[config.mk]
export PLATFORM = sky130hd
export DESIGN_NAME = fft_input_streamer
export DESIGN_NICKNAME = d
export VERILOG_FILES = /design/src/rtl/fft_input_streamer.sv
export SDC_FILE = /design/constraint.sdc
export NUM_CORES = 1
export LEC_CHECK = 0
export CAP_MARGIN = 0
export CORE_ASPECT_RATIO = 1.25
export CORE_UTILIZATION = 40
export CTS_CLUSTER_SIZE = 25
export DETAILED_ROUTE_END_ITERATION = 8
export SYNTH_ARGS = -nofsm -noshare
export SYNTH_HDL_FRONTEND = slang
export SYNTH_SLANG_ARGS = --single-unit
[constraint.sdc]
create_clock -name clk -period 4.3 [get_ports clk]
set_input_delay 0.86 -clock clk [delete_from_list [all_inputs] [get_ports clk]]
set_output_delay 0.86 -clock clk [all_outputs]
set_load 0.02 [all_outputs]
[src/rtl/fft_input_streamer.sv]
// ADC-to-FFT sample streamer.
// Buffers samples and paces them out, one per gap window.
module fft_input_streamer #(
  parameter int FFT_LENGTH = 1024,
  parameter int SAMPLE_GAP = 20,
  parameter int FIFO_DEPTH = 16
) (
  input  logic                         clk,
  input  logic                         reset,
  input  logic                         start_i,
  input  logic [11:0]                  adc_data_i,
  input  logic                         adc_valid_i,
  input  logic                         done_FFT_i,
  output logic [15:0]                  input_real_o,
  output logic [15:0]                  input_imaginary_o,
  output logic                         input_stream_active_o,
  output logic                         fft_reset_o,
  output logic                         busy_o,
  output logic                         overflow_o,
  output logic [$clog2(FFT_LENGTH):0]  sample_count_o
);

  localparam int AW = $clog2(FIFO_DEPTH);
  localparam int GW = $clog2(SAMPLE_GAP + 2);
  localparam int CW = $clog2(FFT_LENGTH) + 1;

  typedef enum logic [1:0] {
    IDLE,
    STREAM,
    WAIT_DONE,
    RESTART
  } state_t;

  state_t        state_q, state_d;
  logic [AW:0]   wr_q, wr_d;
  logic [AW:0]   rd_q, rd_d;
  logic [11:0]   mem_q [FIFO_DEPTH];
  logic [GW-1:0] gap_q, gap_d;
  logic [15:0]   real_q, real_d;
  logic          act_q, act_d;
  logic          ovf_q, ovf_d;
  logic [CW-1:0] cnt_q, cnt_d;

  logic empty;
  logic full;
  logic run;
  logic pop;
  logic push_req;
  logic push;
  logic last;

  assign empty = (wr_q == rd_q);
  assign full  = (wr_q[AW] != rd_q[AW]) &&
                 (wr_q[AW-1:0] == rd_q[AW-1:0]);

  // Push/pop only while streaming and still enabled;
  // a full FIFO takes a push only if it pops too.
  assign run      = (state_q == STREAM) && start_i;
  assign pop      = run && !empty && (gap_q == '0);
  assign push_req = run && adc_valid_i;
  assign push     = push_req && (!full || pop);
  assign last     = pop && (cnt_q == CW'(FFT_LENGTH - 1));

  // Next-state and datapath updates
  always_comb begin
    state_d = state_q;
    wr_d    = wr_q;
    rd_d    = rd_q;
    gap_d   = (gap_q != '0) ? gap_q - 1'b1 : '0;
    real_d  = real_q;
    act_d   = 1'b0;
    ovf_d   = ovf_q;
    cnt_d   = cnt_q;

    if (push) wr_d = wr_q + 1'b1;
    if (push_req && !push) ovf_d = 1'b1;

    if (pop) begin
      rd_d   = rd_q + 1'b1;
      real_d = {mem_q[rd_q[AW-1:0]], 4'b0000};
      act_d  = 1'b1;
      gap_d  = GW'(SAMPLE_GAP);
      cnt_d  = cnt_q + 1'b1;
    end

    unique case (state_q)
      IDLE: begin
        wr_d  = '0;
        rd_d  = '0;
        gap_d = '0;
        cnt_d = '0;
        if (start_i) begin
          state_d = STREAM;
          ovf_d   = 1'b0;
        end
      end
      STREAM: begin
        if (!start_i) begin
          state_d = IDLE;
          wr_d    = '0;
          rd_d    = '0;
          gap_d   = '0;
          cnt_d   = '0;
          real_d  = '0;
        end else if (last) begin
          state_d = WAIT_DONE;
          wr_d    = '0;
          rd_d    = '0;
        end
      end
      WAIT_DONE: begin
        wr_d = '0;
        rd_d = '0;
        if (!start_i) begin
          state_d = IDLE;
          gap_d   = '0;
          cnt_d   = '0;
          real_d  = '0;
        end else if (done_FFT_i) begin
          state_d = RESTART;
          cnt_d   = '0;
        end
      end
      RESTART: begin
        wr_d    = '0;
        rd_d    = '0;
        gap_d   = '0;
        cnt_d   = '0;
        state_d = start_i ? STREAM : IDLE;
      end
    endcase
  end

  // State and control registers
  always_ff @(posedge clk or negedge reset) begin
    if (!reset) begin
      state_q <= IDLE;
      wr_q    <= '0;
      rd_q    <= '0;
      gap_q   <= '0;
      real_q  <= '0;
      act_q   <= 1'b0;
      ovf_q   <= 1'b0;
      cnt_q   <= '0;
    end else begin
      state_q <= state_d;
      wr_q    <= wr_d;
      rd_q    <= rd_d;
      gap_q   <= gap_d;
      real_q  <= real_d;
      act_q   <= act_d;
      ovf_q   <= ovf_d;
      cnt_q   <= cnt_d;
    end
  end

  // Sample storage; contents are don't-care while empty
  always_ff @(posedge clk) begin
    if (push) mem_q[wr_q[AW-1:0]] <= adc_data_i;
  end

  assign input_real_o          = real_q;
  assign input_imaginary_o     = '0;
  assign input_stream_active_o = act_q;
  assign overflow_o            = ovf_q;
  assign sample_count_o        = cnt_q;
  assign fft_reset_o = (state_q == IDLE) ||
                       (state_q == RESTART);
  assign busy_o      = (state_q == STREAM) ||
                       (state_q == WAIT_DONE);

endmodule

; Word-level counts from Yosys, hierarchy flattened
; Memories as Yosys holds them, arrays and structs flattened.
; Cells that the tools add are included.
[totals]
latchBits = 0
input_bits = 17
mem_count = 1
reg_bits = 46
romBits = 0
out_inout_bits = 47
mem_bits_rw = 192
wordCells = 79
[classes]
reduce_logical = 21
multipliers = 0
addsub = 4
bitwise_logic = 0
n_mux = 33
n_eq_ne = 12
div = 0
n_lt_le_gt_ge = 0
shifts = 0
[memory_table]
columns = name, depth, word_bits, rd, rd_ports_with_merged_regs, write_ports, line_no
row1 = mem_q, 16, 12, 1, 0, 1, 37  ; logic [11:0] mem_q [FIFO_DEPTH];
[ops]
columns = operator, count
row1 = two-way mux 16 bit, 3
row2 = two-way mux 5 bit, 9
row3 = two-way mux 11 bit, 4
row4 = one-hot mux 11 bit (3 select lines), 1
row5 = one-hot mux 5 bit (2 select lines), 3
row6 = adder 11 x 1 -> 11 bit (second input constant), 1
row7 = == test 11 x 10 -> 1 bit (second input constant), 1
row8 = adder 5 x 1 -> 5 bit (second input constant), 2
row9 = two-way mux 2 bit, 5
row10 = logical AND 1 bit, 8
row11 = != test 4 bit (second input constant), 2
row12 = one-hot mux 2 bit (4 select lines), 1
row13 = two-way mux 1 bit, 7
row14 = != test 3 bit (second input constant), 2
row15 = == test 5 bit, 1
row16 = zero test 5 bit, 1
row17 = nonzero test 5 bit, 1
row18 = subtractor 5 x 1 -> 5 bit (second input constant), 1
row19 = == test 2 bit (second input constant), 2
row20 = == test 4 bit, 1
row21 = OR reduction 2 bit, 2
row22 = zero test 1 bit, 3
row23 = logical OR 1 bit, 3
row24 = AND reduction 3 bit, 1
row25 = other kinds (5), 5

; Depth between registers and ports, before layout
[depth]
depth_word = 11
mapped_depth = 9
ltp_nobuf = 8

; Worst setup path after synthesis
; No wires, ideal clock.
[synth_path]
kind = input-to-reg
start = input port start_i
end = memory mem_q[0][0] (enable)
setup_time_ns = 0.396
slack_ns = 1.136
stages = 6
path_buffers = 1
required_ns = 3.904
t_arrival_ns = 2.768
path_cell_list = and2_1 clkbuf_1 nand2_1 a31oi_1 nand2_1 nor3_1
[synth_between]
elab_chain_len = 7
word_cells_on_any_way = 8
cone_classes = mux: 2 / reduce/logical: 6
[synth_rtl]
columns = item, line_no
row1 = "start, declared", 10  ; input logic start_i,
row2 = logical AND 1 bit *, 58  ; assign run = (state_q == STREAM) && start_i;
row3 = logical AND 1 bit (2 in series), 59  ; assign pop = run && !empty && (gap_q == '0);
row4 = logical OR 1 bit, 61  ; assign push = push_req && (!full || pop);
row5 = logical AND 1 bit *, 61
row6 = two-way mux 1 bit *, 159  ; if (push) mem_q[wr_q[AW-1:0]] <= adc_data_i;
row7 = two-way mux 1 bit (not written as such) *, 159
row8 = "end, declared", 37
; Every way passes the cells marked *; elsewhere a longest branch is shown, timed or not.

; Final worst setup path
[layout_path]
start = register wr_q[2]
end = register rd_q[4]
[layout_between]
elab_chain_len = 8
word_cells_on_any_way = 9
cone_classes = eq/ne: 2 / mux: 3 / reduce/logical: 4
[layout_rtl]
columns = item, line_no
row1 = "start, declared", 35  ; logic [AW:0] wr_q, wr_d;
row2 = "start signal, assigned", 147  ; wr_q <= wr_d;
row3 = == test 5 bit *, 52  ; assign empty = (wr_q == rd_q);
row4 = zero test 1 bit *, 59
row5 = logical AND 1 bit * (2 in series), 59
row6 = logical AND 1 bit, 62  ; assign last = pop && (cnt_q == CW'(FFT_LENGTH - 1));
row7 = two-way mux 5 bit, 105  ; end else if (last) begin
row8 = two-way mux 5 bit, 98  ; if (!start_i) begin
row9 = one-hot mux 5 bit (2 select lines), 86  ; unique case (state_q)
row10 = "end signal, assigned", 148  ; rd_q <= rd_d;
row11 = "end, declared", 36  ; logic [AW:0] rd_q, rd_d;
; Marked as above.
; A chain may end at the register's enable or synchronous reset.

==> flow_summary_export.csv <==
group,metric,value,unit
status,status,"complete, no violations",
sta,finalHoldViolCount,0,
die,start_util,41.14,%
drt,drc_errors,0,
die,die_w,142.2,um
clocking,htreeDepth,1,
setup_path,r2r_start,"wr_q[2]$_DFFE_PN0P_",
synthesis,netlist_top_cells_area,"edfxtp_1 59%, dfrtp_1 12%, mux4_2 11%",
setup_path,end_kind,"flop",
setup_path,cp_max_fo,28,
clocking,tritoncts,"built",
sta,max-slew-margin-rel,30.73,%
global_routing,grt_max_degree,53,
synthesis,synth_ff_type,"edfxtp_1",
placement,io_buffers,47,
die,design.core.area,0.02388,mm^2
synthesis,synth.most_common_cell,"edfxtp_1",
clocking,cts_max_path_buffers,3,
pwr,switching_power,1.835,mW
layout,area_growth,16.07,%
layout,antenna_cells,0,
synthesis,netlist_top_cells_count,"192 x edfxtp_1, 48 x mux4_2, 46 x dfrtp_1",
sta,whs,394.9,ps
layout,drive_gt1_share,18.46,%
run,maxCapViolCount,0,
pwr,power.density,548.8,mW/mm^2
die,dieArea,0.02520,mm^2
global_routing,antenna_found_initial,0,
placement,gp_congestion,0.7700,
placement,place_hpwl,13.75,mm
sta,post-route-period-util,70.74,%
global_routing,grt_overflow,0,
sta,fin_crit,3042,ps
drt,vias,5246,
pwr,power_frac_comb,26.0,%
pwr,p_sw_share,29.31,%
pwr,seqPwrFrac,43.2,%
drt,wirelength,20.46,mm
clocking,clk_latency,520,ps
die,fp.dieH,177.2,um
clocking,holdBufCountCts,0,
synthesis,netlist_instances,571,
sta,final.setup.tns,0,ps
setup_path,start_kind,"flop",
synthesis,avgSynthCellArea,17.21,um^2
synthesis,syn_area,0.009827,mm^2
setup_path,worstSetupPathType,"flop to flop",
drt,drt_pass1_iterations,4,
clocking,cts_setup_buffers,0,
synthesis,synth.distinct_cells,55,
synthesis,ys_seq_area_share,70.38,%
layout,fin_nets,663,
pwr,clkPwrFrac,30.9,%
synthesis,ys_ff_latch,238,
sta,drv_slew,0,
synthesis,synth_largest_area_cell,"edfxtp_1",
die,rows,63,
sta,skew,10.56,ps
die,design.portCount,64,
clocking,cts_made_buffers,23,
drt,ant_nets,0,
drt,drt-vias-per-instance,5.381,
clocking,clkSlewWorstSetupHoldPaths,60,ps
pwr,power,6.259,mW
clocking,root_buffer,"clkbuf_16",
global_routing,grt_pass1_wl,31.98,mm
pwr,peakVddDrop,0.0002973,V
pwr,leakagePower,3.837,nW
synthesis,async_reset_ff_share,19.33,%
sta,worst_pin_slew,1039,ps
setup_path,cp_data_arrival_time,3410,ps
synthesis,synth_edf_count,192,
synthesis,synth.yosys.warnings,0,
setup_path,startpoint,"wr_q[2]$_DFFE_PN0P_",
drt,drt-wirelength-per-cell,20.98,um
synthesis,netlist.area_leader.share,58.67,%
pwr,p_int,4.425,mW
sta,finalSetupViolations,0,
sta,rsz0062_at_grt,"no",
clocking,clock-sinks,238,
sta,max_freq,0.3287,GHz
drt,first_iter_violations,349,
setup_path,cp_data_required_time,4670,ps
min_path,hp-class,"primary input to asynchronous set/reset pin",
clocking,post_cts_resized,0,
global_routing,grt_pass1_vias,5378,
global_routing,grt_usage,16.95,%
## path summary, 6_finish.rpt
path,end,slack [ps],depth (start not counted)
worst max-delay path,rd_q[4]$_DFFE_PN0P_,1260,6
worst min-delay path,sample_count_o[3]$_DFF_PN0_,390,1
worst max register to register,rd_q[4]$_DFFE_PN0P_,1260,6
worst min register to register,gap_q[0]$_DFF_PN0_,460,1
max in group asynchronous,rd_q[0]$_DFFE_PN0P_,3180,2
min in group clk,gap_q[0]$_DFF_PN0_,460,1
## flip-flops by register name, summed over array words and instances (netlist names)
signal and flops:
state_q 2, wr_q 5, input_stream_active_o 1, rd_q 5, gap_q 5, sample_count_o 11
input_real_o 16, mem_q 192, overflow_o 1
## per-layer routing
layer / track usage, % / vias up / routed length, um
li1: - / 2364 / -
met3: 1.894 / 30 / 958
met1: 22.30 / 2705 / 8559
met4: 5.511 / 0 / 508
met5: 0 / - / 0
met2: 29.27 / 147 / 10430
## worst max-delay path, stage by stage, from the launching register on
cell and delay, ps:
dfrtp_1 540, xnor2_1 280, nand4_1 290, o21ai_2 860
inv_2 410, o211ai_2 360, o221ai_1 160
## cell families after synthesis
logic type / after synthesis / synth area share, %
AOI/OAI and AO/OA: 94 / 7.156
xor gates and xnor gates: 11 / 0.9805
adders and majority gates: 12 / 1.528
buffers and inverters: 60 / 3.056
DFF: 238 / 70.38
muxes: 50 / 11.20
other: 1 / 0.03816
and+or+nand+nor: 105 / 5.653
## final cells by class
class,count,area [um^2]
clock buffers,30,601.8
clock inverters,11,113.9
fillers,2035,12480
inverters,16,60.06
multi-input cells,288,2686
flip-flops and latches,238,6922
well taps,325,406.6
repair buffers,67,615.6
## per-stage QoR
stage | utilization (%) | instances | worst slack (ps) | cell area (um^2)
floorplan | - | 586 | 1136 | 9883
global placement | 44.76 | 934 | 1036 | 10690
detailed placement | 44.76 | 934 | 934.7 | 10690
CTS | 47.76 | 975 | 1250 | 11410
global route | 47.76 | 975 | 1019 | 11410
finish | 47.76 | 975 | 1258 | 11410
## cell usage in the layout, fill, tap and decap left out, types with 9 or more instances in the layout
cell             Yosys  final
conb_1               1     16
ha_1                12     12
a22o_1              13     13
o21ai_0             15     15
edfxtp_1           192    192
clkbuf_16            0     23
nand3_1             13     13
xnor2_1              9      9
a221oi_1            12     12
nor2_1              26     26
mux4_2              48     48
clkdlybuf4s50_1      0     46
dfrtp_1             46     44
inv_1               15     15
buf_4               16     20
nand2_1             24     24
a21oi_1             23     23
## power by group through the flow
stage	Sequential, mW	Combinational (mW)	Clock (mW)
2_1_floorplan	2.80	1.08	0
3_3_place_gp	2.74	1.63	0
3_5_place_dp	2.75	1.65	0
4_1_cts	2.70	1.66	1.98
5_1_grt	2.72	1.77	2.06
6_report	2.70	1.63	1.93
Note: power is estimated with default switching activity, not from simulation.
